--- src/rtl/uart_string_tx.sv ---
// Serial transmit end of the CPU print path: sends the non-zero bytes of a
// 32-byte string as 8N1 frames (MSB byte first), optionally followed by CR LF.
module uart_string_tx #(
  parameter int unsigned CLK_HZ         = 27000000,
  parameter int unsigned BAUD           = 115200,
  parameter bit          APPEND_NEWLINE = 1'b1
) (
  input  logic         clk,
  input  logic         reset,
  input  logic [255:0] uartData,
  input  logic         writeUart,
  output logic         uartWritten,
  output logic         uart_tx,
  output logic         busy
);

  localparam int unsigned DELAY_FRAMES = CLK_HZ / BAUD;
  localparam int unsigned CNT_W        = (DELAY_FRAMES > 1) ? $clog2(DELAY_FRAMES) : 1;
  localparam logic [CNT_W-1:0] CNT_LAST = CNT_W'(DELAY_FRAMES - 1);

  typedef enum logic [2:0] {
    S_IDLE,
    S_SCAN,
    S_START,
    S_DATA,
    S_STOP,
    S_DONE
  } state_t;

  state_t           r_state,    w_state_next;
  logic [255:0]     r_data,     w_data_next;
  logic [5:0]       r_byte_idx, w_byte_idx_next;
  logic [7:0]       r_tx_byte,  w_tx_byte_next;
  logic [2:0]       r_bit_idx,  w_bit_idx_next;
  logic [CNT_W-1:0] r_clk_cnt,  w_clk_cnt_next;
  logic             r_tx,       w_tx_next;
  logic             r_written,  w_written_next;
  logic             w_cnt_last;
  logic [7:0]       w_cur_byte;

  assign w_cnt_last = (r_clk_cnt == CNT_LAST);
  // Holding register shifts left as bytes are consumed, so byte_idx's byte is always on top.
  assign w_cur_byte = r_data[255:248];

  always_ff @(posedge clk) begin
    if (reset) begin
      r_state    <= S_IDLE;
      r_data     <= '0;
      r_byte_idx <= '0;
      r_tx_byte  <= '0;
      r_bit_idx  <= '0;
      r_clk_cnt  <= '0;
      r_tx       <= 1'b1;
      r_written  <= 1'b0;
    end else begin
      r_state    <= w_state_next;
      r_data     <= w_data_next;
      r_byte_idx <= w_byte_idx_next;
      r_tx_byte  <= w_tx_byte_next;
      r_bit_idx  <= w_bit_idx_next;
      r_clk_cnt  <= w_clk_cnt_next;
      r_tx       <= w_tx_next;
      r_written  <= w_written_next;
    end
  end

  // Line and acknowledge are registered from the current state, so they lag it by one cycle.
  always_comb begin
    w_state_next    = r_state;
    w_data_next     = r_data;
    w_byte_idx_next = r_byte_idx;
    w_tx_byte_next  = r_tx_byte;
    w_bit_idx_next  = r_bit_idx;
    w_clk_cnt_next  = r_clk_cnt;
    w_tx_next       = 1'b1;
    w_written_next  = 1'b0;

    case (r_state)
      S_IDLE: begin
        if (writeUart && !r_written) begin
          w_data_next     = uartData;
          w_byte_idx_next = '0;
          w_clk_cnt_next  = '0;
          w_state_next    = S_SCAN;
        end
      end

      S_SCAN: begin
        w_clk_cnt_next = '0;
        if (r_byte_idx < 6'd32) begin
          if (w_cur_byte == 8'h00) begin
            w_byte_idx_next = r_byte_idx + 6'd1;
            w_data_next     = {r_data[247:0], 8'h00};
          end else begin
            w_tx_byte_next = w_cur_byte;
            w_state_next   = S_START;
          end
        end else if (APPEND_NEWLINE && (r_byte_idx == 6'd32)) begin
          w_tx_byte_next = 8'h0D;
          w_state_next   = S_START;
        end else if (APPEND_NEWLINE && (r_byte_idx == 6'd33)) begin
          w_tx_byte_next = 8'h0A;
          w_state_next   = S_START;
        end else begin
          w_state_next = S_DONE;
        end
      end

      S_START: begin
        w_tx_next = 1'b0;
        if (w_cnt_last) begin
          w_clk_cnt_next = '0;
          w_bit_idx_next = '0;
          w_state_next   = S_DATA;
        end else begin
          w_clk_cnt_next = r_clk_cnt + 1'b1;
        end
      end

      S_DATA: begin
        w_tx_next = r_tx_byte[r_bit_idx];
        if (w_cnt_last) begin
          w_clk_cnt_next = '0;
          if (r_bit_idx == 3'd7) begin
            w_state_next = S_STOP;
          end else begin
            w_bit_idx_next = r_bit_idx + 3'd1;
          end
        end else begin
          w_clk_cnt_next = r_clk_cnt + 1'b1;
        end
      end

      S_STOP: begin
        if (w_cnt_last) begin
          w_clk_cnt_next  = '0;
          w_byte_idx_next = r_byte_idx + 6'd1;
          w_data_next     = {r_data[247:0], 8'h00};
          w_state_next    = S_SCAN;
        end else begin
          w_clk_cnt_next = r_clk_cnt + 1'b1;
        end
      end

      S_DONE: begin
        w_written_next = 1'b1;
        if (!writeUart) begin
          w_state_next = S_IDLE;
        end
      end

      default: begin
        w_state_next = S_IDLE;
      end
    endcase
  end

  assign uart_tx     = r_tx;
  assign uartWritten = r_written;
  assign busy        = (r_state != S_IDLE);

endmodule

--- config.mk ---
export PLATFORM = sky130hd
export DESIGN_NAME = uart_string_tx
export DESIGN_NICKNAME = d
export VERILOG_FILES = /design/src/rtl/uart_string_tx.sv
export SDC_FILE = /design/constraint.sdc
export NUM_CORES = 1
export LEC_CHECK = 0
export CAP_MARGIN = 20
export CORE_ASPECT_RATIO = 0.75
export CORE_MARGIN = 2
export CORE_UTILIZATION = 64
export CTS_CLUSTER_SIZE = 8
export DETAILED_ROUTE_END_ITERATION = 12
export DONT_BUFFER_PORTS = 1
export PLACE_DENSITY_LB_ADDON = 0.25
export REMOVE_ABC_BUFFERS = 1
export SLEW_MARGIN = 20
export SYNTH_ARGS = -nofsm -noshare
export SYNTH_HDL_FRONTEND = slang
export SYNTH_SLANG_ARGS = --single-unit
--- constraint.sdc ---
create_clock -name clk -period 2.4 [get_ports clk]
set_input_delay 0.12 -clock clk [delete_from_list [all_inputs] [get_ports clk]]
set_output_delay 0.12 -clock clk [all_outputs]
set_load 0.005 [all_outputs]
==> results.tsv <==
stage	metric	value	unit
floorplanning	core	21400	um2
worst_setup_path	start_kind	flop	
final_layout	nFillCells	1482	
floorplanning	die-area	23200	um2
grt	overflow	0	
placement	post-dp-hpwl	19400	um
timing	hold_violations	253	
grt	grt_max_degree	272	
run_status	status	complete, but fails checks	
timing	worstMarginPinSlew	0.599	ns
grt	gr-max-usage-layer	met2	
yosys	ys_seq_area_share	40.7	%
detailed_routing	drc	0	
placement	io_buffers	0	
detailed_routing	dr.pass1.iters	4	
job	cap_violations	0	
cts	clkTransAtPathRegs	0.05	ns
grt	grtUsageTotal	24.9	%
yosys	avgSynthCellArea	10.7	um2
cts	cts_made_buffers	41	
hold_path	hold_path_class	in2reg	
grt	grt_pass1_wl	48000	um
power_and_ir_drop	irDropWorstVdd	0.823	mV
floorplanning	io-pin-count	262	
placement	place_congestion	0.787	
timing	grt_setup_unrepaired	true	
yosys	async_flop_share	0	%
timing	max_freq	0.438	GHz
worst_setup_path	critPathMaxFanout	5	
detailed_routing	viasPerCell	5.95	
worst_setup_path	crit_required	2.85	ns
final_layout	final_layout_size_suffix_gt1_share	27.0	%
final_layout	multi_input_area	7630	um2
run_status	violations	negative hold slack	
yosys	synth_cell_types	52	
timing	setup_viol	0	
detailed_routing	post_drt_wl_per_cell	18.5	um
yosys	synth_flop_cell	dfxtp_1	
yosys	yosysTopAreaCell	dfxtp_1	
timing	maxSlewViolCount	0	
grt	grt_pass1_vias	9556	
yosys	syn_inst	1322	
worst_setup_path	critPathKind	reg2reg	
cts	clock_path_buffers	3	
cts	htree_levels	2	
floorplanning	die_x	175	um
final_layout	fin_cells	1605	
timing	finClkSkew	0.0113	ns
detailed_routing	detail-route-antenna-nets	0	
final_layout	syn_to_final_growth	11.3	%
cts	ctsHoldBuffers	22	
final_layout	final_nets	1581	
yosys	yosysMostFrequentCell	dfxtp_1	
grt	antenna_found_initial	0	
yosys	synth-seq-cells	286	
placement	place_ws	0.176	ns
detailed_routing	num_vias	9546	
final_layout	regArea	5730	um2
yosys	synth_edf_count	0	
yosys	synth_top_area_share	40.7	%
final_layout	antennaDiodeCount	0	
power_and_ir_drop	powerDensity	1360	nW/um2
yosys	synthesis.area	14100	um2
cts	clkLatencyLatePin	0.51	ns
timing	finalCritPeriodShare	95.1	%
cts	tritoncts	built	
grt	grt_use_met3	9.40	%
placement	place_inst	1537	
timing	fin_hold_ws	-0.326	ns
floorplanning	initial_core_util	66.0	%
cts	clock_sinks	286	
power_and_ir_drop	leakagePower	5.41	nW
timing	finalCriticalPeriod	2.28	ns
timing	finalWorstSetupSlack	0.117	ns
cts	cts-root-buf	clkbuf_16	
grt	grt_use_met1	32.2	%
yosys	synth_area_leaders	dfxtp_1, a211oi_2, mux2i_1	
worst_setup_path	crit_path_end_kind	flop	
worst_setup_path	crit_arrival	2.73	ns
timing	relSlewSlack	60.1	%
grt	globalRouteMet2Util	38.7	%
floorplanning	fp.dieH	132	um
yosys	yosys_warnings	0	
detailed_routing	drt-total-wl	29600	um
yosys	synth_commonest_cells	dfxtp_1, nor2_1, mux2i_1	
floorplanning	fp-row-count	46	
detailed_routing	drt_iter0_markers	568	
==> path summary, 6_finish.rpt <==
kind,from,end,slack (ns),depth (start not counted)
worst min-delay path,reset,r_data[103],-0.33,1
worst max register to register,r_byte_idx[0],r_state[0],0.12,8
worst max-delay path,r_byte_idx[0],r_state[0],0.12,8
worst min register to register,r_tx_byte[1],r_tx_byte[1],0.47,2
==> cells by family (layout without fill, tap and decap cells) <==
family | count (synthesis) | after routing | share of synthesized area (%)
AND/OR/NAND/NOR | 349 | 349 | 10.7
multiplexers | 254 | 254 | 18.2
buffers and inverters | 127 | 122 | 5.42
XOR/XNOR | 8 | 8 | 0.498
flip-flops | 286 | 286 | 40.7
AO/OA/AOI/OAI | 291 | 291 | 23.9
adder cells (fa/ha/maj) | 7 | 7 | 0.622
==> flip-flops by register name, indices dropped and copies added (netlist names) <==
| name | flops |
|---|---|
| r_data | 256 |
| r_clk_cnt | 8 |
| r_tx_byte | 8 |
| r_byte_idx | 6 |
| r_bit_idx | 3 |
| r_state | 3 |
| uartWritten | 1 |
| uart_tx | 1 |
==> per-stage QoR <==
stage                     setup TNS, ns  hold WS, ns  total power, mW  instance area, um2  util, %
after global placement                0        0.213             15.9               14300     67.1
final                                 0       -0.326             21.3               15700     73.4
after CTS                             0       -0.335             21.5               15600     73.3
after floorplan                -2534.02        0.185             9.25               13300        -
after detailed placement              0        0.209             16.2               14300     67.1
after global routing            -0.0299       -0.347             22.7               15700     73.4
==> placed cells by master, fill, tap and decap left out, drive strengths merged, types with 3 or more instances in the layout <==
| master | n |
|---|---|
| dfxtp | 286 |
| nor2 | 268 |
| mux2i | 251 |
| a211oi | 249 |
| buf | 48 |
| clkbuf | 44 |
| nand2 | 24 |
| dlygate4sd3 | 22 |
| a21oi | 18 |
| xnor2 | 8 |
| a22o | 8 |
| inv | 8 |
| nor3 | 7 |
| nand3 | 7 |
| nand3b | 7 |
| ha | 7 |
| nor2b | 6 |
| o21ai | 6 |
| nor3b | 5 |
| nor4 | 5 |
| or3 | 4 |
| and3 | 3 |
==> critical path: stages, from the launching register on <==
cell and delay (ns):
dfxtp_2 0.36, inv_1 0.08, ha_1 0.21, or2_2 0.33, a21bo_2 0.26, o21ai_0 0.15
nand3b_1 0.09, a21oi_1 0.17, dlygate4sd3_1 0.58
==> routing by layer <==
layer | up-vias | wire [um]
met4 | 0 | 629
met2 | 253 | 13200
li1 | 4759 | -
met5 | - | 0
met3 | 53 | 2840
met1 | 4481 | 13000
==> area by class of cell <==
type | count | share of cell area (%)
Multi-Input combinational cell | 909 | 48.6
Sequential cell | 286 | 36.5
Clock buffer | 44 | 6.95
Timing Repair Buffer | 70 | 5.35
Tap cell | 288 | 2.30
Inverter | 7 | 0.168
Clock inverter | 1 | 0.0559
==> power by group <==
part,internal (mW),switching [mW]
clock,3.15,1.88
combinational,3.99,4.79
sequential,6.55,1.00
total,13.7,7.67
==> what timing repair did <==
item | in CTS | in global routing
setup endpoints to repair | 0 | 11
setup buffers | 0 | 1
gates resized for setup | 0 | 8
hold endpoints to repair | 277 | 253
No activity file was read; power rests on OpenSTA's default activity.
